### src/rtl/mvu_weight_seq.sv
// Weight-address / input-buffer sequencer for the MVAU: walks addr = nf*SF + sf, fills the vector buffer on nf==0 and replays it on the later folds.
// Latency: wmem_addr, in_ready and ibuf_* act in the beat cycle; acc_* and vec_done follow one cycle later. Backpressure: stall freezes everything.
// Optional MVU_WEIGHT_SEQ_PERF_EN adds vec_count_o / stall_count_o performance counters.
module mvu_weight_seq #(
    parameter int SIMD    = 2,
    parameter int PE      = 2,
    parameter int MATRIXW = 4,
    parameter int MATRIXH = 4,
    localparam int SF           = MATRIXW / SIMD,
    localparam int NF           = MATRIXH / PE,
    localparam int WMEM_DEPTH   = SF * NF,
    localparam int WMEM_ADDR_BW = (WMEM_DEPTH > 1) ? $clog2(WMEM_DEPTH) : 1,
    localparam int IBUF_ADDR_BW = (SF > 1) ? $clog2(SF) : 1,
    localparam int NF_BW        = (NF > 1) ? $clog2(NF) : 1
) (
    input  logic                    clk_i,
    input  logic                    rst_i,
    input  logic                    run_i,
    input  logic                    in_valid_i,
    output logic                    in_ready_o,
    input  logic                    stall_i,
    output logic [WMEM_ADDR_BW-1:0] wmem_addr_o,
    output logic                    ibuf_we_o,
    output logic [IBUF_ADDR_BW-1:0] ibuf_waddr_o,
    output logic [IBUF_ADDR_BW-1:0] ibuf_raddr_o,
    output logic                    src_sel_o,
    output logic                    acc_valid_o,
    output logic                    acc_first_o,
    output logic                    acc_last_o,
    output logic                    vec_done_o
`ifdef MVU_WEIGHT_SEQ_PERF_EN
    ,
    output logic [31:0]             vec_count_o,
    output logic [31:0]             stall_count_o
`endif
);

    typedef enum logic [1:0] {S_IDLE, S_FILL, S_REUSE} state_t;

    localparam logic [IBUF_ADDR_BW-1:0] SF_LAST = IBUF_ADDR_BW'(SF - 1);
    localparam logic [NF_BW-1:0]        NF_LAST = NF_BW'(NF - 1);

    state_t                  state_q, state_d;
    logic [IBUF_ADDR_BW-1:0] sf_q, sf_d;
    logic [NF_BW-1:0]        nf_q, nf_d;
    logic [WMEM_ADDR_BW-1:0] addr_q, addr_d;
    logic                    src_sel_q, acc_valid_q, acc_first_q, acc_last_q, vec_done_q;
    logic                    fill_beat, beat, sf_end, vec_end;

    always_comb begin
        in_ready_o = (state_q == S_FILL) && !stall_i;
        fill_beat  = in_ready_o && in_valid_i;
        beat       = fill_beat || ((state_q == S_REUSE) && !stall_i);
        sf_end     = (sf_q == SF_LAST);
        vec_end    = beat && sf_end && (nf_q == NF_LAST);

        state_d = state_q;
        sf_d    = sf_q;
        nf_d    = nf_q;
        addr_d  = addr_q;
        if (state_q == S_IDLE) begin
            if (run_i) state_d = S_FILL;
        end else if (beat) begin
            // Address is a flat running count; it wraps to 0 only at vector end.
            addr_d = addr_q + WMEM_ADDR_BW'(1);
            if (!sf_end) begin
                sf_d = sf_q + IBUF_ADDR_BW'(1);
            end else if (vec_end) begin
                sf_d    = '0;
                nf_d    = '0;
                addr_d  = '0;
                state_d = run_i ? S_FILL : S_IDLE;
            end else begin
                sf_d    = '0;
                nf_d    = nf_q + NF_BW'(1);
                state_d = S_REUSE;
            end
        end
    end

    always_ff @(posedge clk_i) begin
        if (rst_i) begin
            state_q     <= S_IDLE;
            sf_q        <= '0;
            nf_q        <= '0;
            addr_q      <= '0;
            src_sel_q   <= 1'b0;
            acc_valid_q <= 1'b0;
            acc_first_q <= 1'b0;
            acc_last_q  <= 1'b0;
            vec_done_q  <= 1'b0;
        end else begin
            state_q     <= state_d;
            sf_q        <= sf_d;
            nf_q        <= nf_d;
            addr_q      <= addr_d;
            src_sel_q   <= beat && (state_q == S_REUSE);
            acc_valid_q <= beat;
            acc_first_q <= beat && (sf_q == '0);
            acc_last_q  <= beat && sf_end;
            vec_done_q  <= vec_end;
        end
    end

    assign wmem_addr_o  = addr_q;
    assign ibuf_we_o    = fill_beat;
    assign ibuf_waddr_o = sf_q;
    assign ibuf_raddr_o = sf_q;
    assign src_sel_o    = src_sel_q;
    assign acc_valid_o  = acc_valid_q;
    assign acc_first_o  = acc_first_q;
    assign acc_last_o   = acc_last_q;
    assign vec_done_o   = vec_done_q;

`ifdef MVU_WEIGHT_SEQ_PERF_EN
    logic [31:0] vec_cnt_q, stall_cnt_q;

    always_ff @(posedge clk_i) begin
        if (rst_i) begin
            vec_cnt_q   <= '0;
            stall_cnt_q <= '0;
        end else begin
            if (vec_end) vec_cnt_q <= vec_cnt_q + 32'd1;
            if (stall_i && (state_q != S_IDLE)) stall_cnt_q <= stall_cnt_q + 32'd1;
        end
    end

    assign vec_count_o   = vec_cnt_q;
    assign stall_count_o = stall_cnt_q;
`endif

endmodule

### config.mk
export PLATFORM = sky130hd
export DESIGN_NAME = mvu_weight_seq
export DESIGN_NICKNAME = d
export VERILOG_FILES = /design/src/rtl/mvu_weight_seq.sv
export SDC_FILE = /design/constraint.sdc
export NUM_CORES = 1
export LEC_CHECK = 0
export CAP_MARGIN = 20
export CELL_PAD_IN_SITES_DETAIL_PLACEMENT = 1
export CELL_PAD_IN_SITES_GLOBAL_PLACEMENT = 1
export CORE_MARGIN = 1
export CORE_UTILIZATION = 34
export DETAILED_ROUTE_END_ITERATION = 8
export GPL_TIMING_DRIVEN = 0
export PLACE_DENSITY = 0.89
export SLEW_MARGIN = 20
export SYNTH_ARGS = -nofsm -noshare
export SYNTH_HDL_FRONTEND = slang
export SYNTH_SLANG_ARGS = --single-unit
### constraint.sdc
create_clock -name clk_i -period 2 [get_ports clk_i]
set_input_delay 0.4 -clock clk_i [delete_from_list [all_inputs] [get_ports clk_i]]
set_output_delay 0.4 -clock clk_i [all_outputs]
set_load 0.005 [all_outputs]
Yosys cells after proc, flatten, opt, wreduce, memory -nomap -nowiden

Cells that the tools add are included.

Memories: 0
RAM bits: 0
Logic and storage cells: 42
Bits in read-only memories: 0
Latch bits: 0
Bits of input ports: 5
Flip-flop bits (word level): 11

$mul: 0
Reductions and logical operators: 15
Equal/unequal tests: 3
Div/mod/pow operators: 0
Add/subtract/negate cells: 3
Shift-type cells: 0
Bitwise gates (word level): 2
$lt $le $gt $ge: 0
Multiplexer cells: 10

Operators by type and width:

| operator                                                              | number |
|---|---|
| 2-bit 2-to-1 mux                                                      | 7 |
| 1-bit logical AND                                                     | 7 |
| 3-bit AND reduction                                                   | 2 |
| 2-bit nonzero test                                                    | 2 |
| 1-bit 2-to-1 mux                                                      | 3 |
| 1-bit adder, second input constant                                    | 2 |
| 2-bit by 1-bit adder with 2-bit output, second input constant         | 1 |
| 2-bit by 1-bit equality test with 1-bit output, second input constant | 1 |
| 2-bit equality test, second input constant                            | 1 |
| 2-bit zero test                                                       | 1 |
| 2-bit inequality test, second input constant                          | 1 |
| 1-bit inverter                                                        | 2 |
| 2-bit AND reduction                                                   | 1 |
| 1-bit zero test                                                       | 1 |
| 1-bit logical OR                                                      | 1 |

Depth between registers and ports, before layout

Gate-level depths: netlist of run 1.

Depth in word-level cells: 10
Depth in mapped cells: 4

Worst setup path before layout of run 1

No wires, ideal clock.

Path type: input-to-reg
Start point: input stall_i
End point: register nf_q
Library setup time: 0.123 ns
Data arrival time: 1.111 ns
Stages on the path: 4
Setup slack: 0.765 ns
Data required time: 1.877 ns
Path through: nand4bb_4 inv_2 o21ai_1 mux2_1

Longest elaborated chain between the ends: 7

Ends and longest elaborated chain:

| item                            | line | RTL |
|---|---|---|
| start, declared                 | 21   | `input logic stall_i,` |
| 1-bit zero test (*)             | 51   | `in_ready_o = (state_q == S_FILL) && !stall_i;` |
| 1-bit logical AND (*)           | 51   |  |
| 1-bit logical AND (*)           | 52   | `fill_beat = in_ready_o && in_valid_i;` |
| net ibuf_we_o                   | 23   | `output logic ibuf_we_o,` |
| 1-bit logical OR (*)            | 53   | `beat = fill_beat \|\| ((state_q == S_REUSE) && !stall_i);` |
| 1-bit logical AND (2 in series) | 55   | `vec_end = beat && sf_end && (nf_q == NF_LAST);` |
| 1-bit 2-to-1 mux                | 68   | `end else if (vec_end) begin` |
| end signal, assigned            | 95   | `nf_q <= nf_d;` |
| end, declared                   | 45   | `logic [NF_BW-1:0] nf_q, nf_d;` |

Mark *: on every way through the listed nets, which the timed path passes. The rest lies on a longest branch.
A chain may end at the register's enable or synchronous reset.

Final worst setup path of run 1

Start point: register state_q[1]
End point: output ibuf_we_o

Longest elaborated chain between the ends: 3

Ends and longest elaborated chain:

| item                                           | line | RTL |
|---|---|---|
| start, declared                                | 43   | `state_t state_q, state_d;` |
| start signal, assigned                         | 93   | `state_q <= state_d;` |
| 2-bit by 1-bit equality test with 1-bit output | 51   |  |
| 1-bit logical AND                              | 51   |  |
| 1-bit logical AND                              | 52   |  |
| end, declared                                  | 23   |  |

No other way between the ends.

==> flow_metrics.env, run 1 <==
export IMPL_synthDominantCellAreaShare_pct=44.0
export IMPL_place_area_um2=659
export IMPL_netlist_instances=51
export IMPL_initial_utilization_pct=37.5
export IMPL_dp_final_hpwl_um=849
export IMPL_globalplace_congestion=0.654
export IMPL_netlist_cell_type_count=27
export IMPL_grt_met1_usage_pct=20.5
export IMPL_timing_max_cap_violations=0
export IMPL_hold_path_depth=2
export IMPL_power_leakage_nw=0.241
export IMPL_path_clk_slew_ns=0.07
export IMPL_outcome="finished, final reports clean"
export IMPL_drive_above_1_share_pct=18.6
export IMPL_busiest_layer="met2"
export IMPL_worst_pin_slew_ns=0.458
export IMPL_root_buffer="sky130_fd_sc_hd__clkbuf_4"
export IMPL_grt_met2_usage_pct=27.4
export IMPL_fp_row_count=13
export IMPL_firstDrtPassIters=2
export IMPL_timing_final_setup_violations=0
export IMPL_slew_limit_headroom_pct=69.5
export IMPL_cts_buffers_inserted=3
export IMPL_die_area_um2=1630
export IMPL_crit_path_end_kind="primary output"
export IMPL_post_route_min_period_ns=1.90
export IMPL_skew_ns=0.00670
export IMPL_critPathSlowestCell="sky130_fd_sc_hd__clkdlybuf4s50_1"
export IMPL_timing_final_crit_share_pct=94.8
export IMPL_number_of_nets_with_antenna_violations_after_routing=0
export IMPL_io_pins=16
export IMPL_grt_pass1_wl_um=1820
export IMPL_cts_tree="built"
export IMPL_clock_tree_htree_level_count=1
export IMPL_synth_largest_area_cell="sky130_fd_sc_hd__dfxtp_1"
export IMPL_grt_overflow=0
export IMPL_worst_endpoint_required_ns=1.60
export IMPL_die_h_um=40.4
export IMPL_diodes=0
export IMPL_synthesis_yosys_warnings=0
export IMPL_hp_class="input port to flop"
export IMPL_hold_viol_final=0
export IMPL_pin_count_of_the_biggest_net_entering_global_routing=11
export IMPL_place_port_buffers=14
export IMPL_synth_fp_nets=56
export IMPL_fp_coreArea_um2=1330
export IMPL_cts_sinks=11
export IMPL_route_vias_total=449
export IMPL_cp_cell_sequence="nand4bb_4 -> inv_2 -> clkdlybuf4s50_1"
export IMPL_dr_first_iter_drc_count=6
export IMPL_drcViolationCount=0
export IMPL_crit_path_max_fanout=9
export IMPL_r2r_start="state_q[1]"
export IMPL_crit_arrival_ns=1.50
export IMPL_critical_path_max_stage_delay_ns=0.49
export IMPL_sequential_element_share_of_the_synthesized_area_pct=44.0
export IMPL_cts_root_to_sink_buffers=2
export IMPL_setup_repair_after_global_routing_missed_its_margin="no"
export IMPL_area_delta_synth_final_pct=37.5
export IMPL_holdCritStartpoint="stall_i"
export IMPL_worst_skew_pair_late_latency_ns=0.27
export IMPL_post_route_cell_area_um2=688
export IMPL_grt_antenna_before_repair=0
export IMPL_register_to_register_setup_slack_ns=0.62
export IMPL_synthTopCellsByArea="sky130_fd_sc_hd__dfxtp_1 (44%), sky130_fd_sc_hd__nand4bb_4 (5.5%), sky130_fd_sc_hd__a311oi_1 (5.2%), sky130_fd_sc_hd__nor2b_1 (3.8%), sky130_fd_sc_hd__a21oi_1 (3.0%)"
export IMPL_power_density_nw_per_um2=622
export IMPL_timing_critical_path_max_delay_family="buffers and inverters"
export IMPL_synth_avg_cell_area_um2=9.81
export IMPL_first_global_vias=431
export IMPL_post_syn_area_um2=500
export IMPL_grtUsageMet3_pct=8.33
export IMPL_detail_route_wirelength_um=1150
export IMPL_globalRouteTotalUtil_pct=17.3
export IMPL_r2r_end="nf_q"
export IMPL_nets=76
export IMPL_avgViaCountPerCell=5.28
export IMPL_critPathBufInv=2
export IMPL_combPwrFrac_pct=11.1
export IMPL_postCtsHoldBufs=0
export IMPL_netSwitchingFraction_pct=23.5
export IMPL_drt_wirelength_per_cell_um=13.6
export IMPL_vdd_ir_drop_max_uv=393
export IMPL_cell_internal_pwr_mw=0.328
export IMPL_synth_seq_cells=11
export IMPL_fin_tns_setup_ns=0
export IMPL_rr_worst_depth=3
export IMPL_net_switching_mw=0.101
export IMPL_share_seq_of_total_power_pct=53.8
export IMPL_die_width_um=40.4
export IMPL_clock_power_share_pct=35.0
export IMPL_setup_worst_path_class="flop to primary output"
export IMPL_maxSlewViolCount=0
export IMPL_critPathLaunchType="flop"
export IMPL_post_layout_total_power_mw=0.428
export IMPL_max_clock_freq_mhz=528
export IMPL_worst_hold_path_endpoint="src_sel_o"
-- metrics by stage --
stage / instances / util (%) / setup slack (ns) / hold slack, ns
floorplan: 51 / - / 0.765 / 0.479
detailed placement: 80 / 49.4 / -0.300 / 0.504
CTS: 85 / 51.8 / 0.0498 / 0.515
global route: 85 / 51.6 / 0.0185 / 0.415
finish: 85 / 51.6 / 0.104 / 0.423
global placement: 80 / 49.4 / -0.273 / 0.491
-- worst max path at each step --
stage / from / to / slack (ns) / cells past startpoint
finish: state_q[1] / ibuf_we_o / 0.10 / 3
global route: state_q[1] / ibuf_we_o / 0.02 / 3
CTS: stall_i / ibuf_we_o / 0.05 / 4
detailed placement: stall_i / ibuf_we_o / -0.30 / 4
global placement: stall_i / ibuf_we_o / -0.27 / 4
floorplan: stall_i / nf_q / 0.77 / 4
-- layer usage --
metal	vias to the layer above	wire [µm]	part of all wire [%]
li1	224	-	-
met1	211	514	45
met2	12	578	50
met3	2	55	4.8
met4	0	5	0.43
met5	-	0	0
-- synth_stat cells (all sizes together) --
library cell	count
a311oi	3
o32ai	1
mux2	1
a41oi	1
clkbuf	2
a211oi	1
nand4bb	1
and2	1
or3b	1
nand2b	1
a21oi	4
nor2	1
inv	3
nor3	1
dfxtp	11
nor3b	2
nand3	2
nand3b	2
buf	1
nor2b	3
a21o	1
nand2	3
and2b	1
o21ai	3
-- worst reg2reg max path, cell delays in order (launching register included) --
cell and delay, ns:
sky130_fd_sc_hd__dfxtp_1 0.47, sky130_fd_sc_hd__nor3b_1 0.34, sky130_fd_sc_hd__o21ai_1 0.12, sky130_fd_sc_hd__mux2_1 0.33
-- flip-flops by register name, indices dropped and copies added, names as in the netlist --
register	count
src_sel_o	1
acc_valid_o	1
acc_first_o	1
ibuf_raddr_o	1
wmem_addr_o	2
nf_q	1
vec_done_o	1
acc_last_o	1
state_q	2
-- cell families after synthesis --
logic type	Yosys count	share of synthesized area, %
and+or+nand+nor	19	28.0
AOI/OAI and AO/OA	14	20.5
DFF	11	44.0
buffers and inverters	6	5.25
muxes	1	2.25
-- what timing repair did --
item | in CTS | in global routing
endpoints found under the setup margin | 2 | 2
hold endpoints to repair | 0 | 0
buffers inserted | 1 | 0
pin swaps | 1 | 0
resized for setup | 2 | 3
-- layout make-up --
type                       instances  area (µm²)
clock buffer                       4        26.3
tap                               15        18.8
sequential                        11         221
buffer                             3        15.0
timing repair buffer              15         141
fill                             163         646
inverter                           3        11.3
multi-input combinational         34         254
-- power by group through the flow --
stage | combinational (mW) | sequential (mW) | clock, mW
floorplan | 0.0235 | 0.234 | 0
CTS | 0.0483 | 0.230 | 0.158
detailed placement | 0.0484 | 0.235 | 0
finish | 0.0477 | 0.231 | 0.150
global placement | 0.0466 | 0.235 | 0
global route | 0.0524 | 0.231 | 0.168
-- cell usage in the layout (no fill, tap or decap), drive strengths merged, types with 2 or more instances in the layout --
cell type      netlist  final
a311oi               3      3
buf                  1      2
nand2                3      3
inv                  3      3
a21oi                4      4
o21ai                3      3
clkdlybuf4s50        0     12
clkbuf               2      7
nand3                2      2
nand3b               2      2
nor2b                3      3
dfxtp               11     11
nor3b                2      2
Note: power is estimated with default switching activity, not from simulation.
==> inputs of run 2 (changes only) <==
--- a/config.mk
+++ b/config.mk
@@ -11,9 +11,7 @@
 export CORE_MARGIN = 1
 export CORE_UTILIZATION = 34
 export DETAILED_ROUTE_END_ITERATION = 8
-export GPL_TIMING_DRIVEN = 0
 export PLACE_DENSITY = 0.89
-export SLEW_MARGIN = 20
 export SYNTH_ARGS = -nofsm -noshare
 export SYNTH_HDL_FRONTEND = slang
 export SYNTH_SLANG_ARGS = --single-unit
==> flow_metrics.env, run 2 (synthesis gave the netlist of run 1 again) <==
export IMPL_outcome="finished, final reports clean"
export IMPL_grt_overflow=0
export IMPL_crit_arrival_ns=1.50
export IMPL_fp_coreArea_um2=1330
export IMPL_hold_path_depth=2
export IMPL_setup_repair_after_global_routing_missed_its_margin="no"
export IMPL_root_buffer="sky130_fd_sc_hd__clkbuf_4"
export IMPL_routed_wl_met2_um=707
export IMPL_fin_tns_setup_ns=0
export IMPL_setup_worst_path_class="input port to primary output"
export IMPL_crit_path_max_fanout=4
export IMPL_multi_input_area_um2=254
export IMPL_place_area_um2=684
export IMPL_top_layer_used="met4"
export IMPL_avgViaCountPerCell=5.34
export IMPL_number_of_nets_with_antenna_violations_after_routing=0
export IMPL_worst_skew_pair_late_latency_ns=0.27
export IMPL_post_cts_setup_buffers=0
export IMPL_timing_final_crit_share_pct=95.2
export IMPL_final_fill_count=160
export IMPL_hold_viol_final=0
export IMPL_rr_worst_depth=3
export IMPL_most_frequent_cells_in_the_layout="sky130_fd_sc_hd__clkdlybuf4s50_1 (13), sky130_fd_sc_hd__dfxtp_1 (10), sky130_fd_sc_hd__buf_4 (4)"
export IMPL_skew_ns=0.000641
export IMPL_worst_endpoint_required_ns=1.60
export IMPL_dp_final_hpwl_um=935
export IMPL_first_global_vias=411
export IMPL_diodes=0
export IMPL_maxSlewViolCount=0
export IMPL_globalRouteTotalUtil_pct=18.2
export IMPL_postCtsHoldBufs=0
export IMPL_met3RoutedLength_um=67
export IMPL_path_clk_slew_ns=0.07
export IMPL_hp_class="flop to flop"
export IMPL_initial_utilization_pct=37.5
export IMPL_drcViolationCount=0
export IMPL_sum_of_routed_wire_segments_on_met1_um=531
export IMPL_firstDrtPassIters=4
export IMPL_fp_row_count=13
export IMPL_area_delta_synth_final_pct=41.7
export IMPL_crit_path_end_kind="primary output"
export IMPL_globalplace_congestion=0.759
export IMPL_grt_pass1_wl_um=1860
export IMPL_worst_pin_slew_ns=0.363
export IMPL_vdd_ir_drop_max_uv=255
export IMPL_die_h_um=40.4
export IMPL_detail_route_wirelength_um=1320
export IMPL_timing_max_cap_violations=0
export IMPL_mostFrequentLayoutCell="sky130_fd_sc_hd__clkdlybuf4s50_1"
export IMPL_slew_limit_headroom_pct=75.7
export IMPL_grt_antenna_before_repair=0
export IMPL_cts_buffers_inserted=3
export IMPL_cts_sinks=11
export IMPL_critPathLaunchType="input port"
export IMPL_die_width_um=40.4
export IMPL_cts_root_to_sink_buffers=2
export IMPL_dr_first_iter_drc_count=2
export IMPL_drt_wirelength_per_cell_um=15.3
export IMPL_post_route_min_period_ns=1.90
export IMPL_cts_tree="built"
export IMPL_post_route_cell_area_um2=709
export IMPL_nets=77
export IMPL_power_density_nw_per_um2=616
export IMPL_io_pins=16
export IMPL_drive_above_1_share_pct=19.7
export IMPL_die_area_um2=1630
export IMPL_timing_final_setup_violations=0
export IMPL_clock_tree_htree_level_count=1
export IMPL_max_clock_freq_mhz=525
export IMPL_route_vias_total=459
export IMPL_place_port_buffers=15
export IMPL_seqCellArea_um2=221
export IMPL_power_leakage_nw=0.253
export IMPL_pin_count_of_the_biggest_net_entering_global_routing=12
## run 2: cell count changes in the layout (fill, tap and decap cells not counted)
cell                              change
sky130_fd_sc_hd__buf_4                +2
sky130_fd_sc_hd__clkbuf_2             -1
sky130_fd_sc_hd__dlygate4sd2_1        +1
sky130_fd_sc_hd__clkbuf_1             -2
sky130_fd_sc_hd__clkdlybuf4s50_1      +1
## run 2: critical path, cell delays in order
cell                              delay, ns
sky130_fd_sc_hd__dlygate4sd2_1         0.27
sky130_fd_sc_hd__nand4bb_4             0.24
sky130_fd_sc_hd__inv_2                 0.10
sky130_fd_sc_hd__clkdlybuf4s50_1       0.50
## run 2: power breakdown
part | switching (mW) | internal (mW) | leakage [nW] | total, mW
Clock | 0.0757 | 0.0775 | 0.0150 | 0.153
Combinational | 0.0229 | 0.0301 | 0.148 | 0.0531
Sequential | 0.00636 | 0.224 | 0.0894 | 0.231
## run 2: metrics by stage
step                setup slack, ns  util (%)  hold slack (ns)  power [mW]  std cells
floorplan                     0.765         -            0.479       0.258         51
global placement            -0.0974      51.3            0.493       0.286         82
detailed placement           -0.105      51.3            0.504       0.289         82
CTS                          0.0367      53.1            0.521       0.444         86
global route                 0.0387      53.2            0.560       0.455         86
finish                       0.0969      53.2            0.519       0.437         86
## run 2: cell type report
type	instances	share of cell area (%)
Timing Repair Buffer	19	25.0
Sequential cell	11	31.2
Tap cell	15	2.65
Clock buffer	4	3.70
Multi-Input combinational cell	34	35.8
Inverter	3	1.59
## run 2: repair_timing
item | CTS | global route
endpoints found under the setup margin | 2 | 2
endpoints found under the hold margin | 0 | 0
gates resized for setup | 2 | 1
## run 2: routing by layer
metal	vias to the layer above	global-route usage (%)
li1	222	-
met1	219	18.1
met2	14	31.0
met3	4	10.0
met4	0	7.50
met5	-	0
## run 2: final timing paths
kind	start	end	slack (ns)
max	stall_i	ibuf_we_o	0.1
min	wmem_addr_o[0]	wmem_addr_o[0]	0.52
max reg2reg	state_q[1]	nf_q	0.62
min reg2reg	wmem_addr_o[0]	wmem_addr_o[0]	0.52
==> inputs of run 3 (changes only) <==
--- a/config.mk
+++ b/config.mk
@@ -12,6 +12,7 @@
 export CORE_UTILIZATION = 34
 export DETAILED_ROUTE_END_ITERATION = 8
 export PLACE_DENSITY = 0.89
+export SETUP_SLACK_MARGIN = 0.5
 export SYNTH_ARGS = -nofsm -noshare
 export SYNTH_HDL_FRONTEND = slang
 export SYNTH_SLANG_ARGS = --single-unit
==> flow_metrics.env, run 3 (synthesis gave the netlist of run 1 again) <==
export IMPL_outcome="finished, final reports clean"
export IMPL_clock_tree_htree_level_count=1
export IMPL_dr_first_iter_drc_count=6
export IMPL_fp_row_count=13
export IMPL_drive_above_1_share_pct=35.5
export IMPL_crit_path_max_fanout=3
export IMPL_timing_final_crit_share_pct=75.1
export IMPL_maxSlewViolCount=0
export IMPL_initial_utilization_pct=37.5
export IMPL_place_port_buffers=15
export IMPL_drt_wirelength_per_cell_um=17.5
export IMPL_combPwrFrac_pct=13.7
export IMPL_post_route_min_period_ns=1.50
export IMPL_fp_coreArea_um2=1330
export IMPL_critPathBufInv=2
export IMPL_timing_final_setup_violations=0
export IMPL_vdd_ir_drop_max_uv=262
export IMPL_grt_overflow=0
export IMPL_worst_skew_pair_late_latency_ns=0.27
export IMPL_crit_arrival_ns=1.10
export IMPL_grt_pass1_wl_um=2440
export IMPL_mostFrequentLayoutCell="sky130_fd_sc_hd__buf_4"
export IMPL_die_width_um=40.4
export IMPL_io_pins=16
export IMPL_area_delta_synth_final_pct=54.2
export IMPL_skew_ns=0.00124
export IMPL_setup_worst_path_class="flop to primary output"
export IMPL_final_hold_worst_slack_ns=0.510
export IMPL_cts_tree="built"
export IMPL_cts_buffers_inserted=3
export IMPL_die_h_um=40.4
export IMPL_clock_power_share_pct=34.3
export IMPL_postCtsHoldBufs=0
export IMPL_max_clock_freq_mhz=666
export IMPL_cts_root_to_sink_buffers=2
export IMPL_final_setup_worst_slack_ns=0.498
export IMPL_timing_critical_path_max_delay_family="flip-flops"
export IMPL_post_route_cell_area_um2=772
export IMPL_globalplace_congestion=0.759
export IMPL_grt_met2_usage_pct=46.0
export IMPL_grt_antenna_before_repair=0
export IMPL_net_switching_mw=0.106
export IMPL_most_frequent_cells_in_the_layout="sky130_fd_sc_hd__buf_4 (9), sky130_fd_sc_hd__dfxtp_1 (6), sky130_fd_sc_hd__dlygate4sd2_1 (5), sky130_fd_sc_hd__dlymetal6s2s_1 (5)"
export IMPL_place_area_um2=684
export IMPL_crit_path_end_kind="primary output"
export IMPL_timing_max_cap_violations=0
export IMPL_cp_cell_sequence="nand4bb_4 -> inv_2 -> clkdlybuf4s15_2"
export IMPL_cts_sinks=11
export IMPL_power_leakage_nw=0.394
export IMPL_die_area_um2=1630
export IMPL_share_seq_of_total_power_pct=52.0
export IMPL_hp_class="flop to flop"
export IMPL_grtUsageMet3_pct=11.1
export IMPL_firstDrtPassIters=4
export IMPL_post_route_util_pct=57.9
export IMPL_diodes=0
export IMPL_drcViolationCount=0
export IMPL_setup_repair_after_global_routing_missed_its_margin="yes"
export IMPL_power_density_nw_per_um2=568
export IMPL_grt_met1_usage_pct=21.9
export IMPL_fin_tns_setup_ns=0
export IMPL_worst_pin_slew_ns=0.395
export IMPL_detail_route_wirelength_um=1600
export IMPL_nets=82
export IMPL_critPathLaunchType="flop"
export IMPL_hold_viol_final=0
export IMPL_globalRouteTotalUtil_pct=24.3
export IMPL_critical_path_max_stage_delay_ns=0.36
export IMPL_slew_limit_headroom_pct=73.6
export IMPL_root_buffer="sky130_fd_sc_hd__clkbuf_4"
export IMPL_cell_internal_pwr_mw=0.332
export IMPL_netSwitchingFraction_pct=24.3
export IMPL_dp_slack_ns=-0.105
export IMPL_route_vias_total=516
export IMPL_path_clk_slew_ns=0.06
export IMPL_critPathSlowestCell="sky130_fd_sc_hd__dfxtp_4"
export IMPL_pin_count_of_the_biggest_net_entering_global_routing=12
export IMPL_final_fill_count=161
export IMPL_number_of_nets_with_antenna_violations_after_routing=0
export IMPL_dp_final_hpwl_um=935
export IMPL_busiest_layer="met2"
export IMPL_avgViaCountPerCell=5.67
export IMPL_worst_endpoint_required_ns=1.60
export IMPL_first_global_vias=508
run 3: cell count changes in the layout (fill, tap and decap cells not counted), moves of 2 or more:
cell	change
sky130_fd_sc_hd__dlygate4sd2_1	+3
sky130_fd_sc_hd__clkdlybuf4s50_1	-11
sky130_fd_sc_hd__dfxtp_1	-4
sky130_fd_sc_hd__nor3b_2	+2
sky130_fd_sc_hd__dfxtp_4	+2
sky130_fd_sc_hd__dfxtp_2	+2
sky130_fd_sc_hd__buf_4	+5
sky130_fd_sc_hd__nor3b_1	-2
sky130_fd_sc_hd__dlymetal6s2s_1	+5
run 3: repair_timing:
action                                  in CTS  in global routing
resized for setup                           18                  9
endpoints found under the setup margin       9                  8
pin swaps                                    1                  1
setup buffers                                4                  1
run 3: layout make-up:
class | instances | area, µm² | area share (%)
multi-input combinational | 34 | 264 | 34.2
sequential | 11 | 231 | 30.0
tap | 15 | 18.8 | 2.43
inverter | 3 | 11.3 | 1.46
timing repair buffer | 24 | 220 | 28.5
clock buffer | 4 | 26.3 | 3.40
run 3: layer usage:
metal  routed length (µm)  part of all wire [%]  vias up
met4                   22                   1.4        0
met1                  598                    37      254
met5                    0                     0        -
met3                  109                   6.8        6
met2                  865                    54       23
li1                     -                     -      233
run 3: final timing paths:
path	startpoint	to	slack [ns]	cells past startpoint
max	state_q[1]	ibuf_we_o	0.50	3
min	wmem_addr_o[0]	wmem_addr_o[0]	0.51	2
max reg2reg	state_q[0]	wmem_addr_o[1]	0.62	4
min reg2reg	wmem_addr_o[0]	wmem_addr_o[0]	0.51	2
run 3: worst reg2reg max path: cells and delay by family, from the launching register on:
kind,cells,cell delay (ns)
and+or+nand+nor,1,0.43
buffers and inverters,1,0.16
AOI/OAI and AO/OA,2,0.30
DFF,1,0.37
run 3: metrics by stage:
step                      total power [mW]  std cells
after floorplan                      0.258         51
after global placement               0.286         82
after detailed placement             0.289         82
after CTS                            0.444         90
after global routing                 0.463         91
final                                0.438         91
run 3: power by group through the flow:
| stage | sequential, mW | clock [mW] | combinational [mW] |
|---|---|---|---|
| after floorplan | 0.234 | 0 | 0.0235 |
| after global placement | 0.234 | 0 | 0.0518 |
| after detailed placement | 0.235 | 0 | 0.0539 |
| after CTS | 0.227 | 0.161 | 0.0564 |
| after global routing | 0.228 | 0.169 | 0.0652 |
| final | 0.228 | 0.150 | 0.0602 |
